[config.mk]
export PLATFORM = sky130hd
export DESIGN_NAME = new_means_calculation_block
export DESIGN_NICKNAME = d
export VERILOG_FILES = /design/src/rtl/k_means_pkg.sv /design/src/rtl/new_means_calculation_block_divider.sv /design/src/rtl/new_means_calculation_block.sv
export SDC_FILE = /design/constraint.sdc
export NUM_CORES = 1
export LEC_CHECK = 0
export ABC_CLOCK_PERIOD_IN_PS = 8200
export CORE_MARGIN = 2
export CORE_UTILIZATION = 59
export DETAILED_ROUTE_END_ITERATION = 6
export PLACE_DENSITY_LB_ADDON = 0.3
export SLEW_MARGIN = 25
export SYNTH_ARGS = -nofsm -noshare
export SYNTH_HDL_FRONTEND = slang
export SYNTH_SLANG_ARGS = --single-unit
[constraint.sdc]
create_clock -name clk -period 8.2 [get_ports clk]
set_clock_uncertainty 0.05 [all_clocks]
set_input_delay 2.46 -clock clk [delete_from_list [all_inputs] [get_ports clk]]
set_output_delay 2.46 -clock clk [all_outputs]
set_load 0.02 [all_outputs]
[src/rtl/k_means_pkg.sv]
// Shared widths and FSM state encoding for the k-means new-means datapath.
package k_means_pkg;
    localparam int unsigned NUM_CENT   = 8;
    localparam int unsigned NUM_COORD  = 7;
    localparam int unsigned CORD_W     = 13;
    localparam int unsigned ACC_CORD_W = 22;
    localparam int unsigned CNT_W      = 10;
    localparam int unsigned DATA_W     = NUM_COORD * CORD_W;
    localparam int unsigned ACC_W      = NUM_COORD * ACC_CORD_W;
    localparam int unsigned IDX_W      = 3;

    typedef enum logic [2:0] {
        IDLE   = 3'd0,
        LOAD   = 3'd1,
        DIVIDE = 3'd2,
        EMIT   = 3'd3,
        DONE   = 3'd4
    } state_e;
endpackage

[src/rtl/new_means_calculation_block_divider.sv]
// Restoring divider, one quotient bit per cycle MSB first, quotient saturated to QUOT_W bits.
// The first step is folded into the start cycle so the last step lands DIVIDEND_W-1 cycles later.
module seq_divider
    import k_means_pkg::*;
#(
    parameter int unsigned DIVIDEND_W = ACC_CORD_W,
    parameter int unsigned DIVISOR_W  = CNT_W,
    parameter int unsigned QUOT_W     = CORD_W
) (
    input  logic                  clk,
    input  logic                  rst,
    input  logic                  start,
    input  logic [DIVIDEND_W-1:0] dividend,
    input  logic [DIVISOR_W-1:0]  divisor,
    output logic [QUOT_W-1:0]     quotient_c,
    output logic                  done
);
    localparam int unsigned STEP_W = $clog2(DIVIDEND_W + 1);

    logic [DIVIDEND_W-1:0] dq_q;
    logic [DIVISOR_W-1:0]  rem_q;
    logic [DIVISOR_W-1:0]  div_q;
    logic [STEP_W-1:0]     steps_q;

    logic [DIVIDEND_W-1:0] dq_in;
    logic [DIVISOR_W-1:0]  rem_in;
    logic [DIVISOR_W-1:0]  div_in;
    logic [DIVISOR_W-1:0]  rem_nxt;
    logic [DIVISOR_W:0]    trial;
    logic                  qbit;

    // Remainder stays below the divisor, so the trial value needs one extra bit only.
    always_comb begin
        dq_in   = start ? dividend : dq_q;
        rem_in  = start ? '0 : rem_q;
        div_in  = start ? divisor : div_q;
        trial   = {rem_in, dq_in[DIVIDEND_W-1]};
        qbit    = (trial >= {1'b0, div_in});
        rem_nxt = qbit ? DIVISOR_W'(trial - {1'b0, div_in}) : trial[DIVISOR_W-1:0];
    end

    always_ff @(posedge clk) begin
        if (rst) begin
            dq_q    <= '0;
            rem_q   <= '0;
            div_q   <= '0;
            steps_q <= '0;
            done    <= 1'b0;
        end else begin
            done <= 1'b0;
            if (start) begin
                dq_q    <= {dq_in[DIVIDEND_W-2:0], qbit};
                rem_q   <= rem_nxt;
                div_q   <= div_in;
                steps_q <= STEP_W'(DIVIDEND_W - 1);
            end else if (steps_q != '0) begin
                dq_q    <= {dq_in[DIVIDEND_W-2:0], qbit};
                rem_q   <= rem_nxt;
                steps_q <= steps_q - STEP_W'(1);
                done    <= (steps_q == STEP_W'(1));
            end
        end
    end

    assign quotient_c = (|dq_q[DIVIDEND_W-1:QUOT_W]) ? '1 : dq_q[QUOT_W-1:0];
endmodule

[src/rtl/new_means_calculation_block.sv]
// Walks the 8 centroids: reads each sum/count, divides 7 coordinates in parallel and emits the new mean.
module new_means_calculation_block
    import k_means_pkg::*;
#(
    parameter int unsigned dataWidth        = DATA_W,
    parameter int unsigned cordinate_width  = CORD_W,
    parameter int unsigned accum_cord_width = ACC_CORD_W,
    parameter int unsigned accum_width      = ACC_W,
    parameter int unsigned count_width      = CNT_W
) (
    input  logic                   clk,
    input  logic                   rst,
    input  logic                   start,
    output logic                   busy,
    output logic [IDX_W-1:0]       acc_rd_idx,
    input  logic [accum_width-1:0] acc_sum_in,
    input  logic [count_width-1:0] acc_count_in,
    input  logic [dataWidth-1:0]   old_centroid_in,
    output logic [dataWidth-1:0]   new_centroid_out,
    output logic [IDX_W-1:0]       cent_num,
    output logic                   convergence_reg_en,
    output logic                   done
);
    state_e                 state_q, state_d;
    logic [IDX_W-1:0]       k_q, k_d;
    logic [count_width-1:0] count_q;
    logic [dataWidth-1:0]   old_q;
    logic [NUM_COORD-1:0]   div_done;
    logic [dataWidth-1:0]   quot_vec;
    logic                   load_c;

    logic                   busy_d, conv_d, done_d;
    logic [IDX_W-1:0]       idx_d, num_d;
    logic [dataWidth-1:0]   cent_d;

    assign load_c = (state_q == LOAD);

    for (genvar i = 0; i < NUM_COORD; i++) begin : g_div
        seq_divider #(
            .DIVIDEND_W (accum_cord_width),
            .DIVISOR_W  (count_width),
            .QUOT_W     (cordinate_width)
        ) u_div (
            .clk        (clk),
            .rst        (rst),
            .start      (load_c),
            .dividend   (acc_sum_in[i*accum_cord_width +: accum_cord_width]),
            .divisor    (acc_count_in),
            .quotient_c (quot_vec[i*cordinate_width +: cordinate_width]),
            .done       (div_done[i])
        );
    end

    // State, index and registered outputs
    always_ff @(posedge clk) begin
        if (rst) begin
            state_q            <= IDLE;
            k_q                <= '0;
            busy               <= 1'b0;
            acc_rd_idx         <= '0;
            new_centroid_out   <= '0;
            cent_num           <= '0;
            convergence_reg_en <= 1'b0;
            done               <= 1'b0;
        end else begin
            state_q            <= state_d;
            k_q                <= k_d;
            busy               <= busy_d;
            acc_rd_idx         <= idx_d;
            new_centroid_out   <= cent_d;
            cent_num           <= num_d;
            convergence_reg_en <= conv_d;
            done               <= done_d;
        end
    end

    // Count and old centroid are kept for the zero-member fallback.
    always_ff @(posedge clk) begin
        if (rst) begin
            count_q <= '0;
            old_q   <= '0;
        end else if (load_c) begin
            count_q <= acc_count_in;
            old_q   <= old_centroid_in;
        end
    end

    always_comb begin
        state_d = state_q;
        k_d     = k_q;
        unique case (state_q)
            IDLE: begin
                if (start) begin
                    state_d = LOAD;
                    k_d     = '0;
                end
            end
            LOAD:   state_d = DIVIDE;
            DIVIDE: begin
                if (&div_done) state_d = EMIT;
            end
            EMIT: begin
                if (k_q == IDX_W'(NUM_CENT - 1)) begin
                    state_d = DONE;
                end else begin
                    state_d = LOAD;
                    k_d     = k_q + IDX_W'(1);
                end
            end
            DONE:    state_d = IDLE;
            default: state_d = IDLE;
        endcase
    end

    // Outputs follow the next state so they line up with it cycle for cycle.
    always_comb begin
        busy_d = (state_d != IDLE);
        idx_d  = (state_d == IDLE) ? '0 : k_d;
        conv_d = (state_d == EMIT);
        done_d = (state_d == DONE);
        cent_d = new_centroid_out;
        num_d  = cent_num;
        if (state_d == EMIT) begin
            num_d  = k_q;
            cent_d = (count_q == '0) ? old_q : quot_vec;
        end
    end
endmodule

==> flow_summary.yaml, run 1 <==
routing:
  drt_first_iter_violations: 1974
  route.detailed.drc: 0
  route.vias.total: 23000
  via_per_inst: 6.08
  post_drt_antenna_nets: 0
  drt_first_pass_iters: 6
  wirelength_mm: 71.9
  routedWlPerCell_um: 19.0
timing:
  setup_repair_after_global_routing_missed_its_margin: "no"
  fin_crit_sh_pct: 66.8
  finalHoldViolations: 0
  setup-violations-final: 0
  finalCriticalPeriod_ps: 5480
  fmaxAchievable_mhz: 183
  total_count_of_max_transition_violations_in_the_final_report: 0
  fin_ws_ps: 2720
  tightest_slew_ps: 1110
  total_negative_setup_slack_ps: 0
  relSlewSlack_pct: 25.8
power_and_ir_drop:
  power.leakage_nw: 11.5
  power.share.clock_pct: 25.6
  net-switching-power_mw: 3.79
  ir_worst_vdd_uv: 209
  seqPwrFrac_pct: 33.7
  swShare_pct: 37.8
  internal_power_mw: 6.23
  proportion_of_power_drawn_by_combinational_gates_pct: 40.6
  power_per_cell_area_mw_per_mm2: 330
yosys:
  yosys_warnings: 0
  asyncSetResetFlopFracSynth_pct: 0
  synth.top_cells.by_area: "dfxtp_1, nand2_1, a21oi_1, nor2_1, mux2i_1"
  yosys.cell_count.top_type: "dfxtp_1"
  yosys.area.top_type_share_pct: 43.7
  postSynthNetCount: 3335
  synth_top_cells_by_count: "dfxtp_1, nand2_1, nor2_1"
  ys.flop_type: "dfxtp_1"
  avgSynthCellArea_um2: 8.34
  postSynthCellCount: 2985
  synth.ff_latch_count: 543
  synth.largest_area_cell: "dfxtp_1"
  netlist_area_mm2: 0.0249
  seq_area_frac_synth_pct: 43.7
  synth.distinct_cells: 79
  synth_edf_count: 0
final_layout:
  final_net_count: 3544
  final_cells: 3786
  multi_input_area_mm2: 0.0130
  postLayoutCoreUtil_pct: 72.7
  layout-drive-gt1-share_pct: 4.63
  area_growth_syn_to_layout_pct: 22.0
  seqCellArea_mm2: 0.0109
  final.fill_count: 3151
clock_network:
  cts.root.buffer_cell: "clkbuf_16"
  worst_setup_hold_path_clk_slew_ps: 60
  htree_levels: 2
  count_of_hold_buffers_inserted_by_post_cts_repair: 0
  post_cts.resized_instances: 0
  cts_tree: "yes"
  cts-buffers-inserted: 55
  post_cts.repair.setup_buffers: 0
  worstSkewPairLatency_ps: 620
  cts-root-to-sink-buffers: 3
  tritoncts_num_sinks: 543
placed_design:
  dpl.cell_count: 3676
  place_congestion: 0.909
  detailed_place_hpwl_mm: 47.6
  detailedPlace.worstSlack_ps: 2030
  io_buffer_count: 357
run:
  maxCapViolations: 0
critical_path:
  worst_path_max_delay_cell: "and2_1"
  crit_path_end_kind: "flip-flop"
  timing.reg2reg.setup_slack_ps: 2990
  critPathMaxStageDelay_ps: 550
  reg2reg_depth: 12
  worstSetupPathType: "in2reg"
  worst_path_dominant_cell_family: "simple AND/OR/NAND/NOR gates"
  worstPathArrival_ps: 5950
  reg2reg_start: "state_q[0]$_SDFF_PP0_"
  setup.worst_path.start_class: "input port"
  reg2reg_to: "g_div[4].u_div.rem_q[4]$_SDFFE_PP0P_"
  crit_chain: "clkdlybuf4s50_1 > and2_1 > a21oi_1 > ha_1 > a21o_1 > or3_1 > o2111ai_1 > a31oi_2 > or3b_1 > a311oi_2"
  critPathBufInv: 1
  critical_path_required_ps: 8670
  critPathMaxFanout: 16
hold_path:
  hold_end: "new_centroid_out[88]$_SDFFE_PP0P_"
  hold_path_start: "new_centroid_out[88]$_SDFFE_PP0P_"
  timing.hold.worst.class: "reg2reg"
  hold_path_depth: 2
floorplanning:
  floorplan.die.width_um: 209
  die_y_um: 209
  io_pins: 358
  die_area_mm2: 0.0439
  initial_standard_cell_utilization_of_the_core_pct: 59.6
  core_area_mm2: 0.0418
  placement_rows: 75
global_route:
  global_route_wire_length_before_repair_mm: 114
  antenna_found_initial: 10
  gr_util_all_layers_pct: 31.6
  grt_pass1_vias: 22300
  overflow: 0
  grt_start_max_net_pins: 242
outcome:
  run_status: "finished clean"
==> worst register-to-register path, delay by kind of cell (launching register included) <==
kind,cells,cell delay [ps]
and+or+nand+nor,5,2330
DFF,1,400
buffers and inverters,1,630
adders and majority gates,1,390
AOI/OAI and AO/OA,5,1310
==> routing by layer <==
metal	up-vias	GRT usage, %	share of wire, %
li1	11000	-	-
met1	10900	39.0	41
met2	892	53.6	47
met3	197	6.39	7.1
met4	4	14.1	4.3
met5	-	0	0.028
==> final cells by class <==
class                   count  area share, %
flip-flops and latches    543           35.8
diodes                      9         0.0742
well taps                 539           2.22
multi-input cells        2165           42.8
clock buffers              82           5.40
clock inverters            19          0.700
inverters                  52          0.643
repair buffers            377           12.4
==> power by group through the flow <==
| stage | registers [mW] | clock network (mW) | logic, mW |
|---|---|---|---|
| 6_report | 3.38 | 2.57 | 4.07 |
| 5_1_grt | 3.42 | 2.69 | 4.51 |
| 4_1_cts | 3.37 | 2.59 | 4.04 |
| 3_5_place_dp | 3.42 | 0 | 3.99 |
| 3_3_place_gp | 3.39 | 0 | 3.87 |
| 2_1_floorplan | 3.32 | 0 | 3.20 |
==> metrics by stage <==
| step | area [um2] | power, mW | hold WS, ps |
|---|---|---|---|
| floorplan | 24900 | 6.52 | 378 |
| global placement | 28500 | 7.26 | 387 |
| detailed placement | 28500 | 7.41 | 394 |
| CTS | 30300 | 9.99 | 403 |
| global route | 30400 | 10.6 | 418 |
| finish | 30400 | 10.0 | 400 |
==> worst max path at each step <==
stage / slack, ps / depth (start not counted) / end / start
after floorplan: 3220 / 12 / g_div[0].u_div.rem_q[1]$_SDFFE_PP0P_ / acc_count_in[3]
after global placement: 2120 / 10 / g_div[3].u_div.rem_q[1]$_SDFFE_PP0P_ / acc_count_in[4]
after detailed placement: 2030 / 10 / g_div[3].u_div.rem_q[1]$_SDFFE_PP0P_ / acc_count_in[4]
after CTS: 2650 / 10 / g_div[3].u_div.rem_q[1]$_SDFFE_PP0P_ / acc_count_in[4]
after global routing: 2410 / 11 / g_div[2].u_div.rem_q[6]$_SDFFE_PP0P_ / acc_count_in[1]
final: 2720 / 10 / g_div[4].u_div.rem_q[4]$_SDFFE_PP0P_ / acc_count_in[4]
==> registers in the layout (all words and copies together) (netlist names), 7 cells and up <==
| name | count |
|---|---|
| count_q | 10 |
| g_div.u_div.div_q | 70 |
| g_div.u_div.done | 7 |
| g_div.u_div.dq_q | 154 |
| g_div.u_div.rem_q | 70 |
| g_div.u_div.steps_q | 35 |
| new_centroid_out | 91 |
| old_q | 91 |
==> cell families after synthesis <==
group / share of synthesized area, %
mux: 4.86
compound gates: 20.9
flops: 43.7
xor+xnor: 1.83
buf+inv: 4.41
fa+ha+maj: 4.83
simple gates: 19.5
==> placed cells by master, fill, tap and decap left out, types with 11 or more instances in the layout <==
cell / n
clkbuf_1: 13
clkinv_2: 13
inv_1: 52
nor2_1: 363
a31oi_1: 13
nand2_1: 489
nor4_1: 14
a21o_1: 23
and3_1: 11
o221ai_1: 92
nand4_1: 16
a21oi_1: 336
buf_4: 16
o21ai_0: 45
dfxtp_1: 543
xor2_1: 12
nand3_1: 15
clkbuf_8: 12
clkbuf_16: 57
a311oi_1: 68
a211oi_1: 126
ha_1: 85
xnor2_1: 40
nor2b_1: 21
and2_1: 72
clkdlybuf4s50_1: 356
nor3_1: 58
mux2i_1: 112
nand2b_1: 19
Power figures use the tool's default switching activity.
==> run 2, diff against run 1 <==
--- a/config.mk
+++ b/config.mk
@@ -5,9 +5,9 @@
 export SDC_FILE = /design/constraint.sdc
 export NUM_CORES = 1
 export LEC_CHECK = 0
-export ABC_CLOCK_PERIOD_IN_PS = 8200
+export ABC_CLOCK_PERIOD_IN_PS = 5150
 export CORE_MARGIN = 2
-export CORE_UTILIZATION = 59
+export CORE_UTILIZATION = 55
 export DETAILED_ROUTE_END_ITERATION = 6
 export PLACE_DENSITY_LB_ADDON = 0.3
 export SLEW_MARGIN = 25
==> constraint.sdc (replaced) <==
create_clock -name clk -period 5.15 [get_ports clk]
set_clock_uncertainty 0.05 [all_clocks]
set_input_delay 1.545 -clock clk [delete_from_list [all_inputs] [get_ports clk]]
set_output_delay 1.545 -clock clk [all_outputs]
set_load 0.02 [all_outputs]
==> flow_summary.yaml, run 2 (synthesis gave the netlist of run 1 again) <==
outcome:
  run_status: "finished clean"
hold_path:
  hold_path_start: "new_centroid_out[33]$_SDFFE_PP0P_"
  hold_path_depth: 2
  hold_end: "new_centroid_out[33]$_SDFFE_PP0P_"
  timing.hold.worst.class: "reg2reg"
clock_network:
  htree_levels: 2
  cts-root-to-sink-buffers: 3
  worst_setup_hold_path_clk_slew_ps: 60
  post_cts.repair.setup_buffers: 0
  cts_tree: "yes"
  worstSkewPairLatency_ps: 610
  cts-buffers-inserted: 55
  cts.root.buffer_cell: "clkbuf_16"
  tritoncts_num_sinks: 543
  count_of_hold_buffers_inserted_by_post_cts_repair: 0
  post_cts.resized_instances: 0
global_route:
  met3_usage_pct: 6.07
  globalRouteMet2Util_pct: 49.3
  top_usage_layer: "met2"
  global_route_wire_length_before_repair_mm: 115
  gr_util_all_layers_pct: 29.9
  antenna_found_initial: 14
  overflow: 0
  grt_start_max_net_pins: 157
  globalRouteMet1Util_pct: 38.2
  grt_pass1_vias: 22500
placed_design:
  io_buffer_count: 357
  dpl.cell_count: 3760
  place_congestion: 0.900
  detailed_place_hpwl_mm: 49.3
  detailedPlace.worstSlack_ps: 203
  dpl_cell_area_mm2: 0.0288
critical_path:
  worstSetupPathType: "reg2reg"
  reg2reg_depth: 12
  crit_path_start: "state_q[0]$_SDFF_PP0_"
  setup.worst_path.start_class: "flip-flop"
  reg2reg_to: "g_div[4].u_div.rem_q[4]$_SDFFE_PP0P_"
  critical_path_required_ps: 5620
  crit_path_end_kind: "flip-flop"
  worstPathArrival_ps: 4820
  reg2reg_start: "state_q[0]$_SDFF_PP0_"
  timing.reg2reg.setup_slack_ps: 800
  critPathMaxFanout: 21
final_layout:
  final_area_mm2: 0.0308
  layout-drive-gt1-share_pct: 5.51
  final_net_count: 3575
  area_growth_syn_to_layout_pct: 23.6
  registers.top_by_ff_count: "g_div.u_div.dq_q"
  largest_register_ffs: 154
  layout_top_registers: "g_div.u_div.dq_q: 154 flops, new_centroid_out: 91 flops, old_q: 91 flops"
  postLayoutCoreUtil_pct: 69.3
  most_common_library_cell_in_the_layout_ignoring_fill_and_taps: "dfxtp_1"
  most_frequent_cells_in_the_layout: "dfxtp_1, nand2_1, nor2_1"
  final_cells: 3876
timing:
  setup_repair_after_global_routing_missed_its_margin: "no"
  relSlewSlack_pct: 30.7
  tightest_slew_ps: 1040
  fmaxAchievable_mhz: 230
  total_negative_setup_slack_ps: 0
  whs_ps: 399
  setup-violations-final: 0
  finalHoldViolations: 0
  fin_ws_ps: 802
  total_count_of_max_transition_violations_in_the_final_report: 0
  finalCriticalPeriod_ps: 4350
  fin_crit_sh_pct: 84.4
routing:
  via_per_inst: 5.91
  route.detailed.drc: 0
  drt_first_iter_violations: 1942
  route.vias.total: 22900
  wirelength_mm: 72.5
  post_drt_antenna_nets: 0
  routedWlPerCell_um: 18.7
  drt_first_pass_iters: 6
floorplanning:
  initial_standard_cell_utilization_of_the_core_pct: 56.1
  die_area_mm2: 0.0470
  die_y_um: 217
  floorplan.die.width_um: 217
  placement_rows: 77
  io_pins: 358
  core_area_mm2: 0.0444
power_and_ir_drop:
  swShare_pct: 37.3
  power.share.clock_pct: 26.2
  power.leakage_nw: 11.7
  power_per_cell_area_mw_per_mm2: 528
  proportion_of_power_drawn_by_combinational_gates_pct: 40.8
  overall_power_after_layout_mw: 16.3
  net-switching-power_mw: 6.06
  internal_power_mw: 10.2
  ir_worst_vdd_uv: 292
  seqPwrFrac_pct: 33.0
run:
  maxCapViolations: 0
[run 2: cell types whose count changed in the layout (fill, tap and decap cells not counted), sizes merged]
cell    change
buf        +31
bufinv      +5
clkbuf      -3
clkinv      -3
diode       +6
inv         +1
[run 2: how the worst max path moves through the flow]
stage | to | cells after the start
finish | g_div[4].u_div.rem_q[4]$_SDFFE_PP0P_ | 12
global route | g_div[4].u_div.rem_q[7]$_SDFFE_PP0P_ | 13
CTS | g_div[4].u_div.rem_q[4]$_SDFFE_PP0P_ | 12
detailed placement | g_div[4].u_div.rem_q[4]$_SDFFE_PP0P_ | 11
global placement | g_div[4].u_div.rem_q[4]$_SDFFE_PP0P_ | 11
floorplan | g_div[0].u_div.rem_q[1]$_SDFFE_PP0P_ | 12
[run 2: area by class of cell]
| cell class | instances | area, um2 |
|---|---|---|
| Sequential cell | 543 | 10900 |
| Clock inverter | 22 | 360 |
| Antenna cell | 15 | 37.5 |
| Multi-Input combinational cell | 2165 | 13000 |
| Inverter | 52 | 195 |
| Fill cell | 3582 | 13600 |
| Tap cell | 592 | 741 |
| Clock buffer | 79 | 1580 |
| Timing Repair Buffer | 408 | 4010 |
[run 2: power groups by stage]
stage	sequential [mW]	combinational (mW)	clock (mW)
finish	5.36	6.63	4.27
global route	5.44	7.32	4.50
CTS	5.35	6.57	4.31
detailed placement	5.44	6.52	0
global placement	5.40	6.34	0
floorplan	5.28	5.10	0
[run 2: critical path, cell delays in order, from the launching register on]
cell       delay, ps
dfxtp_1          390
nor2b_1          250
nor2b_4          620
and2_1           430
buf_4            180
a21oi_1           50
ha_1             400
a21o_1           210
or3_1            320
o2111ai_1        310
a31oi_2          340
or3b_1           460
a311oi_2         230
[run 2: per-layer routing]
layer | up-vias | wire length (um)
met1 | 10900 | 30500
met3 | 162 | 4930
met2 | 802 | 34400
met4 | 2 | 2670
met5 | - | 10
li1 | 11000 | -
==> run 3, diff against run 2 <==
--- a/config.mk
+++ b/config.mk
@@ -5,7 +5,7 @@
 export SDC_FILE = /design/constraint.sdc
 export NUM_CORES = 1
 export LEC_CHECK = 0
-export ABC_CLOCK_PERIOD_IN_PS = 5150
+export ABC_CLOCK_PERIOD_IN_PS = 4300
 export CORE_MARGIN = 2
 export CORE_UTILIZATION = 55
 export DETAILED_ROUTE_END_ITERATION = 6
==> constraint.sdc (replaced) <==
create_clock -name clk -period 4.3 [get_ports clk]
set_clock_uncertainty 0.05 [all_clocks]
set_input_delay 1.29 -clock clk [delete_from_list [all_inputs] [get_ports clk]]
set_output_delay 1.29 -clock clk [all_outputs]
set_load 0.02 [all_outputs]
==> flow_summary.yaml, run 3 (synthesis gave the netlist of run 1 again) <==
outcome:
  run_status: "finished clean"
floorplanning:
  core_area_mm2: 0.0444
  die_y_um: 217
  die_area_mm2: 0.0470
  io_pins: 358
  placement_rows: 77
  initial_standard_cell_utilization_of_the_core_pct: 56.1
  floorplan.die.width_um: 217
global_route:
  gr_util_all_layers_pct: 29.8
  grt_start_max_net_pins: 191
  antenna_found_initial: 10
  grt_pass1_vias: 22600
  global_route_wire_length_before_repair_mm: 115
  overflow: 0
placed_design:
  detailed_place_hpwl_mm: 49.7
  place_congestion: 0.871
  io_buffer_count: 357
  dpl.cell_count: 3808
power_and_ir_drop:
  power.leakage_nw: 11.9
  internal_power_mw: 12.2
  overall_power_after_layout_mw: 19.6
  seqPwrFrac_pct: 32.8
  ir_worst_vdd_uv: 354
  net-switching-power_mw: 7.35
  power_per_cell_area_mw_per_mm2: 629
  proportion_of_power_drawn_by_combinational_gates_pct: 42.2
  power.share.clock_pct: 25.0
  swShare_pct: 37.6
clock_network:
  cts.root.buffer_cell: "clkbuf_16"
  tritoncts_num_sinks: 543
  cts-buffers-inserted: 55
  post_cts.repair.setup_buffers: 0
  cts-root-to-sink-buffers: 3
  worst_setup_hold_path_clk_slew_ps: 60
  worstSkewPairLatency_ps: 620
  cts_tree: "yes"
  count_of_hold_buffers_inserted_by_post_cts_repair: 0
  htree_levels: 2
  post_cts.resized_instances: 0
critical_path:
  worstSetupPathType: "reg2reg"
  setup.worst_path.start_class: "flip-flop"
  crit_path_end_kind: "flip-flop"
  critical_path_required_ps: 4770
  critPathMaxFanout: 15
  crit_chain: "nor2b_1 > nor2b_4 > and2_1 > a21oi_1 > ha_1 > nand4_1 > nor3_1 > nor2_1 > a31oi_1 > mux2_2 > a211oi_1"
  critPathMaxStageDelay_ps: 560
  worstPathArrival_ps: 4430
  worst_path_max_delay_cell: "a31oi_1"
final_layout:
  registers.top_by_ff_count: "g_div.u_div.dq_q"
  final_cells: 3916
  postLayoutCoreUtil_pct: 70.1
  most_frequent_cells_in_the_layout: "dfxtp_1, nand2_1, nor2_1"
  largest_register_ffs: 154
  area_growth_syn_to_layout_pct: 25.0
  final_net_count: 3623
  layout_top_registers: "g_div.u_div.dq_q: 154 flops, new_centroid_out: 91 flops, old_q: 91 flops"
  final.fill_count: 3507
  layout-drive-gt1-share_pct: 7.00
  most_common_library_cell_in_the_layout_ignoring_fill_and_taps: "dfxtp_1"
timing:
  fin_crit_sh_pct: 92.2
  finalCriticalPeriod_ps: 3970
  setup-violations-final: 0
  relSlewSlack_pct: 32.7
  setup_repair_after_global_routing_missed_its_margin: "no"
  finalHoldViolations: 0
  total_count_of_max_transition_violations_in_the_final_report: 0
  tightest_slew_ps: 1010
  total_negative_setup_slack_ps: 0
  fmaxAchievable_mhz: 252
routing:
  wirelength_mm: 72.6
  routedWlPerCell_um: 18.5
  post_drt_antenna_nets: 0
  via_per_inst: 5.88
  route.detailed.drc: 0
  route.vias.total: 23000
  drt_first_pass_iters: 6
  drt_first_iter_violations: 1870
hold_path:
  timing.hold.worst.class: "reg2reg"
run:
  maxCapViolations: 0
[run 3: per-layer routing]
| layer | wire [um] | track usage (%) |
|---|---|---|
| met3 | 4240 | 4.81 |
| met1 | 30300 | 37.3 |
| met5 | 23 | 0 |
| met2 | 34900 | 50.6 |
| met4 | 3100 | 13.6 |
[run 3: metrics by stage]
stage                     worst slack, ps  area, um2  hold WS (ps)
after global placement              -32.7      29200           388
after floorplan                       492      24900           378
final                                 335      31100           401
after global routing                 81.7      31100           413
after detailed placement             -127      29200           393
after CTS                             390      31100           401
[run 3: power by group through the flow]
| stage | clock (mW) | sequential [mW] | combinational [mW] |
|---|---|---|---|
| 4_1_cts | 4.95 | 6.41 | 8.20 |
| 3_5_place_dp | 0 | 6.51 | 8.14 |
| 6_report | 4.88 | 6.42 | 8.27 |
| 2_1_floorplan | 0 | 6.32 | 6.10 |
| 3_3_place_gp | 0 | 6.47 | 7.93 |
| 5_1_grt | 5.15 | 6.51 | 9.10 |
[run 3: critical path: cells and delay by family (launching register included)]
kind / cells / cell delay (ps)
AND/OR/NAND/NOR: 6 / 1680
AO/OA/AOI/OAI: 3 / 920
multiplexers: 1 / 420
flip-flops: 1 / 390
adder cells (fa/ha/maj): 1 / 370
[run 3: area by class of cell]
class | instances | area [um2] | area share (%)
sequential | 543 | 10900 | 34.9
multi-input combinational | 2165 | 13000 | 41.7
tap | 592 | 741 | 2.38
clock buffer | 79 | 1630 | 5.23
clock inverter | 21 | 230 | 0.740
timing repair buffer | 456 | 4450 | 14.3
inverter | 52 | 195 | 0.627
antenna | 8 | 20.0 | 0.0643
[run 3: worst paths after layout]
check | depth (start not counted) | from | slack, ps | end
worst min-delay path | 2 | new_centroid_out[88]$_SDFFE_PP0P_ | 400 | new_centroid_out[88]$_SDFFE_PP0P_
worst max-delay path | 11 | state_q[0]$_SDFF_PP0_ | 330 | g_div[3].u_div.rem_q[1]$_SDFFE_PP0P_
worst min register to register | 2 | new_centroid_out[88]$_SDFFE_PP0P_ | 400 | new_centroid_out[88]$_SDFFE_PP0P_
worst max register to register | 11 | state_q[0]$_SDFF_PP0_ | 330 | g_div[3].u_div.rem_q[1]$_SDFFE_PP0P_
